===== src/rtl/key_debounce_repeat.sv =====
// Push-button conditioning for the keys PIO: synchronise the active-low pins, debounce them into
// a clean active-high level, and emit press, release and auto-repeat pulses per key.
module key_debounce_repeat #(
  parameter int unsigned NUM_KEYS        = 4,
  parameter int unsigned SYNC_STAGES     = 2,
  parameter int unsigned DEBOUNCE_CYCLES = 1000000,
  parameter int unsigned REPEAT_DELAY    = 25000000,
  parameter int unsigned REPEAT_RATE     = 5000000
) (
  input  logic                clk_clk,
  input  logic                reset_reset,
  input  logic [NUM_KEYS-1:0] key_n_in,
  input  logic [NUM_KEYS-1:0] repeat_mask,
  output logic [NUM_KEYS-1:0] keys_export,
  output logic [NUM_KEYS-1:0] key_press,
  output logic [NUM_KEYS-1:0] key_release,
  output logic [NUM_KEYS-1:0] key_repeat,
  output logic                any_event
);

  localparam int unsigned DbW    = (DEBOUNCE_CYCLES > 1) ? $clog2(DEBOUNCE_CYCLES) : 1;
  localparam int unsigned TmrMax =
      ((REPEAT_DELAY > REPEAT_RATE) ? REPEAT_DELAY : REPEAT_RATE) - 1;
  localparam int unsigned TmrW   = (TmrMax > 0) ? $clog2(TmrMax + 1) : 1;

  localparam logic [DbW-1:0]  DbLast    = DbW'(DEBOUNCE_CYCLES - 1);
  localparam logic [TmrW-1:0] DelayLast = TmrW'(REPEAT_DELAY - 1);
  localparam logic [TmrW-1:0] RateLast  = TmrW'(REPEAT_RATE - 1);

  typedef enum logic [1:0] {
    StReleased  = 2'd0,
    StHoldWait  = 2'd1,
    StRepeating = 2'd2
  } rpt_state_e;

  // Synchroniser: stage 0 captures the pin, the last stage feeds the debouncer.
  logic [SYNC_STAGES-1:0][NUM_KEYS-1:0] sync_q, sync_d;
  logic [NUM_KEYS-1:0]                  pressed_raw;

  logic [DbW-1:0]      db_cnt_q [NUM_KEYS];
  logic [DbW-1:0]      db_cnt_d [NUM_KEYS];
  logic [NUM_KEYS-1:0] level_q, level_d;
  logic [NUM_KEYS-1:0] db_accept, db_rise, db_fall;

  logic [NUM_KEYS-1:0] press_q, press_d;
  logic [NUM_KEYS-1:0] release_q, release_d;
  logic [NUM_KEYS-1:0] repeat_q, repeat_d;
  logic                any_q, any_d;

  rpt_state_e          state_q [NUM_KEYS];
  rpt_state_e          state_d [NUM_KEYS];
  logic [TmrW-1:0]     tmr_q [NUM_KEYS];
  logic [TmrW-1:0]     tmr_d [NUM_KEYS];
  logic [NUM_KEYS-1:0] rpt_fire;

  always_comb begin
    sync_d      = {sync_q[SYNC_STAGES-2:0], key_n_in};
    pressed_raw = ~sync_q[SYNC_STAGES-1];
  end

  // Count consecutive cycles where the synchronised input disagrees with the accepted level;
  // a single agreeing cycle restarts the count.
  always_comb begin
    db_accept = '0;
    for (int k = 0; k < int'(NUM_KEYS); k++) begin
      db_cnt_d[k] = '0;
      if (pressed_raw[k] != level_q[k]) begin
        if (db_cnt_q[k] == DbLast) begin
          db_accept[k] = 1'b1;
        end else begin
          db_cnt_d[k] = db_cnt_q[k] + 1'b1;
        end
      end
    end
    level_d   = level_q ^ db_accept;
    db_rise   = db_accept & ~level_q;
    db_fall   = db_accept & level_q;
    press_d   = db_rise;
    release_d = db_fall;
    repeat_d  = rpt_fire;
    any_d     = |(press_q | release_q | repeat_q);
  end

  always_ff @(posedge clk_clk or posedge reset_reset) begin
    if (reset_reset) begin
      sync_q    <= '1;
      level_q   <= '0;
      press_q   <= '0;
      release_q <= '0;
      repeat_q  <= '0;
      any_q     <= 1'b0;
      for (int k = 0; k < int'(NUM_KEYS); k++) begin
        db_cnt_q[k] <= '0;
        tmr_q[k]    <= '0;
      end
    end else begin
      sync_q    <= sync_d;
      level_q   <= level_d;
      press_q   <= press_d;
      release_q <= release_d;
      repeat_q  <= repeat_d;
      any_q     <= any_d;
      db_cnt_q  <= db_cnt_d;
      tmr_q     <= tmr_d;
    end
  end

  // Repeat FSM: state register.
  always_ff @(posedge clk_clk or posedge reset_reset) begin
    if (reset_reset) begin
      for (int k = 0; k < int'(NUM_KEYS); k++) begin
        state_q[k] <= StReleased;
      end
    end else begin
      state_q <= state_d;
    end
  end

  // Repeat FSM: next state. Timers saturate at their terminal value while the mask is low.
  always_comb begin
    for (int k = 0; k < int'(NUM_KEYS); k++) begin
      state_d[k] = state_q[k];
      tmr_d[k]   = tmr_q[k];
      case (state_q[k])
        StReleased: begin
          tmr_d[k] = '0;
          if (db_rise[k]) begin
            state_d[k] = StHoldWait;
          end
        end
        StHoldWait: begin
          if (db_fall[k]) begin
            state_d[k] = StReleased;
            tmr_d[k]   = '0;
          end else if (rpt_fire[k]) begin
            state_d[k] = StRepeating;
            tmr_d[k]   = '0;
          end else if (tmr_q[k] != DelayLast) begin
            tmr_d[k] = tmr_q[k] + 1'b1;
          end
        end
        StRepeating: begin
          if (db_fall[k]) begin
            state_d[k] = StReleased;
            tmr_d[k]   = '0;
          end else if (rpt_fire[k]) begin
            tmr_d[k] = '0;
          end else if (tmr_q[k] != RateLast) begin
            tmr_d[k] = tmr_q[k] + 1'b1;
          end
        end
        default: begin
          state_d[k] = StReleased;
          tmr_d[k]   = '0;
        end
      endcase
    end
  end

  // Repeat FSM: outputs. A release accepted this cycle suppresses any repeat.
  always_comb begin
    rpt_fire = '0;
    for (int k = 0; k < int'(NUM_KEYS); k++) begin
      if (repeat_mask[k] && !db_fall[k]) begin
        case (state_q[k])
          StHoldWait:  rpt_fire[k] = (tmr_q[k] == DelayLast);
          StRepeating: rpt_fire[k] = (tmr_q[k] == RateLast);
          default:     rpt_fire[k] = 1'b0;
        endcase
      end
    end
  end

  assign keys_export = level_q;
  assign key_press   = press_q;
  assign key_release = release_q;
  assign key_repeat  = repeat_q;
  assign any_event   = any_q;

endmodule


===== config.mk =====
export PLATFORM = sky130hd
export DESIGN_NAME = key_debounce_repeat
export DESIGN_NICKNAME = d
export VERILOG_FILES = /design/src/rtl/key_debounce_repeat.sv
export SDC_FILE = /design/constraint.sdc
export NUM_CORES = 1
export LEC_CHECK = 0
export CAP_MARGIN = 20
export CORE_MARGIN = 5
export CORE_UTILIZATION = 43
export CTS_CLUSTER_DIAMETER = 200
export DETAILED_ROUTE_END_ITERATION = 10
export HOLD_SLACK_MARGIN = 0.08
export PLACE_DENSITY = 0.71
export SLEW_MARGIN = 20
export SYNTH_ARGS = -nofsm -noshare
export SYNTH_HDL_FRONTEND = slang
export SYNTH_SLANG_ARGS = --single-unit

===== constraint.sdc =====
create_clock -name clk_clk -period 17.5 [get_ports clk_clk]
set_input_delay 3.5 -clock clk_clk [delete_from_list [all_inputs] [get_ports clk_clk]]
set_output_delay 3.5 -clock clk_clk [all_outputs]
set_load 0.05 [all_outputs]

==> results of run 1 <==
## sequential cells by signal (all words and copies together), names as in the netlist
signal and cells:
any_event 1, db_cnt_q 80, key_press 4, key_release 4
key_repeat 4, keys_export 4, state_q 8, sync_d 4
sync_q 4, tmr_q 100
## cell type report
cell class | instances | area, um^2 | area share [%]
multi-input cells | 865 | 5380 | 43.5
flip-flops and latches | 213 | 5340 | 43.2
clock buffers | 33 | 696 | 5.63
well taps | 330 | 413 | 3.34
repair buffers | 29 | 283 | 2.29
inverters | 41 | 166 | 1.35
clock inverters | 10 | 82.6 | 0.668
## worst paths after layout
path / startpoint / end / slack, ps / depth (start not counted)
max reg2reg: db_cnt_q[20] / tmr_q[45] / 13640 / 11
min: sync_d[4] / sync_q[4] / 350 / 0
min reg2reg: sync_d[4] / sync_q[4] / 350 / 0
max in group asynchronous: reset_reset / tmr_q[83] / 12750 / 3
min in group asynchronous: reset_reset / key_release[1] / 3500 / 2
max: repeat_mask[2] / tmr_q[45] / 11740 / 7
## cell usage after synthesis (8+ instances only)
cell | number | area (um^2)
a21oi_1 | 25 | 125
and3_1 | 26 | 163
and4_1 | 14 | 123
clkbuf_1 | 25 | 93.8
dfrtp_1 | 205 | 5130
dfstp_2 | 8 | 210
ha_1 | 28 | 350
inv_1 | 41 | 154
nand2_1 | 112 | 420
nand2b_1 | 16 | 100
nand3_1 | 88 | 440
nand4_1 | 41 | 257
nor2_1 | 155 | 582
nor2b_1 | 11 | 68.8
nor3_1 | 23 | 115
nor4_1 | 15 | 93.8
o21ai_0 | 45 | 225
o31ai_1 | 13 | 97.6
or3_1 | 10 | 62.6
xnor2_1 | 56 | 490
xor2_1 | 85 | 744
## routing by layer
layer  vias up  share of wire, %  GRT usage (%)
met5         -                 0              0
met4         0               2.9           4.76
met3        44               4.5           2.37
met2       149                46           24.5
met1      3978                47           21.9
li1       4047                 -              -
## metrics by stage
step                area (um^2)  utilization [%]  worst slack, ps  power [mW]
finish                    12400             49.1            11740        1.01
floorplan                 11000                -             8190       0.521
detailed placement        11600             46.0            11370       0.528
global route              12400             49.1            11620        1.05
global placement          11600             46.0            11610       0.528
CTS                       12400             49.0            11870        1.02
## worst max-delay path: cells and delay by family
family | cells | cell delay, ps
AND/OR/NAND/NOR | 3 | 860
buffers and inverters | 1 | 500
AO/OA/AOI/OAI | 3 | 1290
## logic make-up (layout without fill, tap and decap cells)
kind of cell | count (synthesis) | in the layout
compound gates | 117 | 117
xor+xnor | 141 | 141
fa+ha+maj | 28 | 28
buf+inv | 71 | 113
flops | 213 | 213
mux | 8 | 8
simple gates | 571 | 571
## power by group
| group | internal [mW] | switching (mW) |
|---|---|---|
| sequential | 0.497 | 0.00270 |
| clock | 0.292 | 0.198 |
| combinational | 0.00463 | 0.0145 |
| total | 0.793 | 0.215 |
==> metrics.md, run 1 <==
| Metric | Value |
|---|---|
| Outcome | finished, final reports clean |
| Core Region | 25200 um^2 |
| First-pass GRT wire length | 38100 um |
| Die Ht | 170 um |
| Top_reg_cell synth | dfrtp_1 |
| Total CTS buffers | 24 |
| Synth Net Count | 1187 |
| Post-synthesis adder-cell area fraction | 3.19% |
| Fin Hold WS | 354 ps |
| Main combinational cell family by area after synthesis | simple AND/OR/NAND/NOR gates |
| Drt initial violations | 520 |
| Vias | 8218 |
| H-Tree Depth | 1 |
| Largest net degree at the start of global routing | 156 |
| Crit path kind | primary input to flop |
| Cell Rows | 58 |
| Area of the die | 28900 um^2 |
| Worst-Skew Late Latency | 520 ps |
| RSZ-0062 raised after global routing | false |
| DR pass1 iterations | 5 |
| VDD IR max | 0.0653 mV |
| Share of cells above drive strength 1 | 6.21% |
| Number of port buffers | 26 |
| Layout Nets | 1212 |
| Io pins | 27 |
| Synth Register Bits | 213 |
| Commonest non-fill, non-tap cell in the layout | dfrtp_1 |
| Synth Area in XOR/XNOR | 11.2% |
| Post-Synth Simple-Gate Area | 26.7% |
| Max_cap viols | 0 |
| Grt total ovfl | 0 |
| Slew Limit Fails | 0 |
| Placed cells | 1478 |
| Mapped Area | 11000 um^2 |
| Filler instances | 2318 |
| Asr flop ratio synth | 100% |
| Data arrival time of the critical path | 6150 ps |
| TNS Setup | 0 ps |
| PwrDens | 81.6 nW/um^2 |
| Final setup vio count | 0 |
| Final non-filler cell total | 1521 |
| Die width | 170 um |
| Critical path launch point type | primary input |
| Detailed placement HPWL | 14800 um |
| Crit path cell chain | clkdlybuf4s50_1 > nor4bb_1 > nand3_1 > a2111oi_0 > nor2_1 > a2bb2oi_1 > o31ai_1 |
| Slew headroom | 28.5% |
| Part of the cycle the worst path needs | 32.9% |
| Area grow syn2layout | 12.4% |
| Mapped Cells | 1149 |
| Kind of end point of the critical path | flop |
| Layout Skew | 11.5 ps |
| Vias in the first global route | 7941 |
| Compound-cell area share of the yosys netlist | 6.97% |
| N_diodes | 0 |
| Drt via density | 5.40 |
| Final ANT Viol Nets | 0 |
| CTS tree | yes |
| Synth warnings | 0 |
| Slew @ Worst Pin | 1040 ps |
| Final min period | 5760 ps |
| Worst min path class | flop to flop |
| Max stage delay cell, worst path | a2111oi_0 |
| GP Congestion | 0.829 |
| Total wire length | 22000 um |
| Clock root buffer | clkbuf_16 |
| CP max stage delay | 920 ps |
| Leak | 5.12 nW |
| Syn Area/Cell | 9.57 um^2 |
| Fmax achieved | 0.174 GHz |
| Sequential fraction of the synthesis area | 48.6% |
| DRC viols | 0 |
| CP Data Required Time | 17890 ps |
| Clock Pin Slew Worst Setup and Hold Paths | 60 ps |
| Post-CTS Hold Buffers | 0 |
| Max clock buf depth | 3 |
| Per-cell routed wire length | 14.4 um |
| CP max FO | 11 |
| Final hold violations | 0 |
| Antenna violations before repair | 0 |
| Number of enable flip-flop cells after synthesis | 0 |
| Initial core utilization | 43.7% |
| Post-CTS Setup Inserts | 0 |
| Most frequent cells in the layout | dfrtp_1, nor2_1, nand2_1, nand3_1, xor2_1 |
| Mux cell area share after synthesis | 0.774% |
| Sink Count | 213 |
| CTS resizes | 0 |
| Yosys cell types | 61 |
| GRT Total Usage | 15.4% |
No activity file was read; power rests on OpenSTA's default activity.
==> inputs of run 2 (changes only) <==
PLACE_DENSITY = 0.73   (was 0.71)
clock period = 4.88 ns   (was 17.5 ns; I/O delays follow)
==> run 2 against run 1 <==
Compared with the run above: routed wire length increased by 0.56%; sequential power increased to 3.6 times the previous value; final area decreased by 0.28%; sequential cell count unchanged; highest routed layer unchanged; clock skew hardly changed; register-to-register slack got worse by 12000 ps; first-iteration DRC count down 5.2%.
==> metrics.md, run 2 (synthesized netlist as in run 1, its figures left out) <==
| Metric | Value |
|---|---|
| Final setup vio count | 0 (unchanged) |
| Total CTS buffers | 23 (-4.2%) |
| Commonest non-fill, non-tap cell in the layout | dfrtp_1 |
| FF-to-FF setup slack | 1200 ps (-12440 ps) |
| Max_cap viols | 0 (unchanged) |
| FF+latch area | 5340 um^2 (unchanged) |
| RSZ-0062 raised after global routing | false |
| Sink Count | 213 (unchanged) |
| Max clock buf depth | 3 (unchanged) |
| Startpoint of the lowest-slack hold path | sync_d[5] |
| Data arrival time of the critical path | 4030 ps (-2120 ps) |
| Drt via density | 5.42 (+0.37%) |
| Top sig layer | met4 |
| Worst-Skew Late Latency | 500 ps (-20 ps) |
| CP Data Required Time | 5230 ps (-12660 ps) |
| R2R Path End | tmr_q[0] |
| Outcome | finished, final reports clean |
| Vias | 8232 (+0.17%) |
| CTS tree | yes |
| Kind of end point of the critical path | flop |
| Register name with the most flops | tmr_q |
| Hold depth | 0 (unchanged) |
| Final hold violations | 0 (unchanged) |
| Initial core utilization | 43.7% (unchanged) |
| Critical path launch point type | flop |
| Slew headroom | 29.8% (+1.3 points) |
| Share of cells above drive strength 1 | 5.56% (-0.66 points) |
| Part of the cycle the worst path needs | 75.4% |
| Most frequent cells in the layout | dfrtp_1, nor2_1, nand2_1, nand3_1, xor2_1 |
| Final min period | 3680 ps |
| Reg2Reg Depth | 13 (+2) |
| Top Registers | tmr_q (100), db_cnt_q (80), state_q (8) |
| Vias in the first global route | 8023 (+1.0%) |
| Detailed placement HPWL | 15200 um (+2.2%) |
| DR pass1 iterations | 5 (unchanged) |
| Worst min path class | flop to flop |
| Post-CTS Setup Inserts | 0 (unchanged) |
| Filler instances | 2254 (-2.8%) |
| GP Congestion | 0.876 (+5.7%) |
| Antenna violations before repair | 0 (unchanged) |
| Leak | 5.10 nW (-0.42%) |
| Layout Skew | 11.9 ps (+0.396 ps) |
| Core Region | 25200 um^2 (unchanged) |
| DRC viols | 0 (unchanged) |
| Area grow syn2layout | 12.0% |
| Clock root buffer | clkbuf_16 |
| Area of the multi-input gates | 5380 um^2 (unchanged) |
| N_diodes | 0 (unchanged) |
| Reg-to-reg critical path startpoint | db_cnt_q[0] |
| Io pins | 27 (unchanged) |
| Wl on met1 | 10700 um (+3.9%) |
| Die Ht | 170 um (unchanged) |
| GRT Total Usage | 15.4% (-0.057 points) |
| Die width | 170 um (unchanged) |
| Layout Nets | 1211 (-0.083%) |
| DR WL met2 | 10100 um (+1.3%) |
| Area of the die | 28900 um^2 (unchanged) |
| Final ANT Viol Nets | 0 (unchanged) |
| CTS resizes | 0 (unchanged) |
| Final core occ | 48.9% (-0.14 points) |
| Number of port buffers | 26 (unchanged) |
| Post-CTS Hold Buffers | 0 (unchanged) |
| TNS Setup | 0 ps (unchanged) |
| Fmax achieved | 0.272 GHz |
| Wire length on met3 | 790 um (-19%) |
| Grt total ovfl | 0 (unchanged) |
| CP max FO | 15 (+4) |
| Slew @ Worst Pin | 1050 ps (+1.07 ps) |
| H-Tree Depth | 1 (unchanged) |
| Largest net degree at the start of global routing | 111 (-29%) |
| Per-cell routed wire length | 14.5 um (+0.75%) |
| Fin Hold WS | 355 ps (+1.56 ps) |
| Max reg flops | 100 (unchanged) |
| PwrDens | 288 nW/um^2 (+250%) |
| Total wire length | 22100 um (+0.56%) |
| Crit path kind | flop to flop |
| Clock Pin Slew Worst Setup and Hold Paths | 70 ps (about the same) |
| Slew Limit Fails | 0 (unchanged) |
| WHS Endpoint | sync_q[5] |
| First-pass GRT wire length | 38300 um (+0.64%) |
| Drt initial violations | 493 (-5.2%) |
| VDD IR max | 0.302 mV (+360%) |
| Cell Rows | 58 (unchanged) |
## run 2: cell count changes in the layout (fill, tap and decap cells not counted), sizes merged
cell and change:
clkinv -6, clkbuf +5, clkinvlp -2
## run 2: how the worst max path moves through the flow
| stage | start | end | cells after the start |
|---|---|---|---|
| finish | db_cnt_q[0] | tmr_q[0] | 13 |
| global route | db_cnt_q[0] | tmr_q[0] | 13 |
| CTS | db_cnt_q[0] | tmr_q[0] | 13 |
| detailed placement | db_cnt_q[0] | tmr_q[0] | 13 |
| global placement | db_cnt_q[0] | tmr_q[0] | 13 |
| floorplan | reset_reset | any_event | 1 |
## run 2: metal layers
metal	vias up	GRT usage, %
met5	-	0
met4	0	3.44
met3	32	2.46
met2	126	24.8
met1	4031	22.0
li1	4043	-
## run 2: critical path, cell delays in order, from the launching register on
cell	delay [ps]
dfrtp_1	390
ha_1	220
nand3_1	120
nor2_1	160
nand2_1	110
or4_1	590
nor2b_1	190
ha_1	220
and3b_1	250
nand4_1	110
nand4b_1	240
and2_0	520
nand2_1	310
mux2i_1	100
## run 2: area by class of cell
type                    count  area share [%]
clock inverters             2           0.284
well taps                 330            3.35
inverters                  41            1.28
multi-input cells         865            43.6
repair buffers             29            2.50
flip-flops and latches    213            43.3
clock buffers              38            5.62
## run 2: per-stage QoR
| stage | setup WS [ps] | power, mW | instance area (um^2) | cells |
|---|---|---|---|---|
| 2_1_floorplan | 1140 | 1.87 | 11000 | 1149 |
| 3_3_place_gp | 1400 | 1.90 | 11600 | 1478 |
| 3_5_place_dp | 1190 | 1.90 | 11600 | 1478 |
| 4_1_cts | 1180 | 3.59 | 12300 | 1518 |
| 5_1_grt | 849 | 3.68 | 12300 | 1518 |
| 6_report | 1200 | 3.54 | 12300 | 1518 |
## run 2: power breakdown
group          internal, mW  leakage, nW  switching, mW  total (mW)
clock network          1.01        0.355          0.669        1.68
logic                0.0193         1.80         0.0529      0.0723
registers              1.78         2.94        0.00973        1.79
==> edit, RTL diff (config.mk and constraints of run 2) <==
Set the parameter `NUM_KEYS` to 8 (it was 4).
--- a/src/rtl/key_debounce_repeat.sv
+++ b/src/rtl/key_debounce_repeat.sv
@@ -1,7 +1,7 @@
 // Push-button conditioning for the keys PIO: synchronise the active-low pins, debounce them into
 // a clean active-high level, and emit press, release and auto-repeat pulses per key.
 module key_debounce_repeat #(
-  parameter int unsigned NUM_KEYS        = 4,
+  parameter int unsigned NUM_KEYS        = 8,
   parameter int unsigned SYNC_STAGES     = 2,
   parameter int unsigned DEBOUNCE_CYCLES = 1000000,
   parameter int unsigned REPEAT_DELAY    = 25000000,
Interface: changed (6 resized); port bits go from 27 to 51. No check against the original RTL was run, so the function may have changed too.
==> edit against run 2 <==
- die area increased by 91%
- cell area up 100%
- sequential cell count is 212 higher
- synthesized area rose by 98%
- power is 110% higher
- global-route usage grew 0.95 points
- routed wire length is 110% higher
- worst setup slack improved by 21 ps
- critical path type unchanged
- largest cell class is now registers
- highest routed layer unchanged
==> edit: results (changes against run 2) <==
CP max FO: 20 (+5)
GPL Wtd Cong: 0.868 (-0.91%)
Top Registers: tmr_q: 200 flops, db_cnt_q: 160 flops, state_q: 16 flops
Slowest CP cell: nand2b_1
Max VDD drop: 0.264 mV (-12%)
CTS buffer count: 47 (+100%)
Area contributors post-synth: dfrtp_1 (47%), xor2_1 (7.2%), nor2_1 (5.3%)
Layout Skew: 25.8 ps (+14.0 ps)
RR Startpoint: db_cnt_q[60]
H-tree depth: 2 (+1)
Min cycle time layout: 3660 ps (-21.1 ps)
Flop-to-flop setup slack: 1220 ps (+20 ps)
First-pass GRT wire length: 79300 um (+110%)
Run status: complete, no violations
Worst R2R Path Depth: 10 (-3)
Net count after synthesis: 2350 (+98%)
Gr usage total: 0.163 (+0.00945)
Most frequent cells after synthesis: dfrtp_1 (409), nor2_1 (307), nand2_1 (197), nand3_1 (182), xor2_1 (178)
WL per Instance: 15.2 um (+4.3%)
Antenna violations before repair: 1 (+1)
Drt first pass iters: 6 (+1)
Sequential area share after synthesis: 0.489 (+0.00337)
Slew Limit Headroom: 0.227 (-0.0707)
Vias per cell: 5.48 (+1.0%)
DP HPWL: 31800 um (+110%)
Largest net degree at the start of global routing: 78 (-30%)
Synth cell types: 73 (+20%)
Pleak: 10.4 nW (+100%)
Critical path's largest stage delay: 630 ps (+40 ps)
==> edit: power by group <==
part / switching [mW] / internal, mW
Combinational: 0.109 / 0.0412
Sequential: 0.0197 / 3.55
Clock: 1.47 / 2.36
Total: 1.60 / 5.96
==> edit: final cells by class <==
type | instances | area (um2)
inverters | 94 | 357
clock buffers | 63 | 1350
repair buffers | 61 | 646
well taps | 672 | 841
flip-flops and latches | 425 | 10700
clock inverters | 23 | 337
fillers | 4505 | 25400
multi-input cells | 1702 | 10600
diodes | 1 | 2.50
==> edit: cell families after synthesis <==
family / count (synthesis) / synth area share
AND/OR/NAND/NOR: 1110 / 0.263
multiplexers: 14 / 0.00706
flip-flops: 425 / 0.489
XOR/XNOR: 296 / 0.119
adder cells (fa/ha/maj): 56 / 0.0322
buffers and inverters: 149 / 0.0262
AO/OA/AOI/OAI: 226 / 0.0640
==> edit: metal layers <==
layer	track usage	vias to the layer above	share of wire
met5	0	-	0
met1	0.215	8158	0.44
met4	0.0565	0	0.029
li1	-	8037	-
met2	0.273	380	0.48
met3	0.0286	89	0.052
==> edit: how the worst max path moves through the flow <==
stage,from,to,depth (start not counted)
floorplan,reset_reset,any_event,1
global placement,db_cnt_q[60],tmr_q[91],10
detailed placement,db_cnt_q[60],tmr_q[91],10
CTS,db_cnt_q[60],tmr_q[91],10
global route,db_cnt_q[60],tmr_q[91],10
finish,db_cnt_q[60],tmr_q[91],10
==> edit: metrics by stage <==
step,area [um2],std cells,hold slack [ps]
3_3_place_gp,23100,2954,346
2_1_floorplan,21800,2276,345
6_report,24800,3041,355
5_1_grt,24800,3040,356
4_1_cts,24800,3040,355
3_5_place_dp,23100,2954,347
==> edit: worst max-delay path, delay by kind of cell, from the launching register on <==
family / cells / cell delay (ps)
AO/OA/AOI/OAI: 1 / 210
adder cells (fa/ha/maj): 2 / 480
flip-flops: 1 / 390
AND/OR/NAND/NOR: 7 / 2430
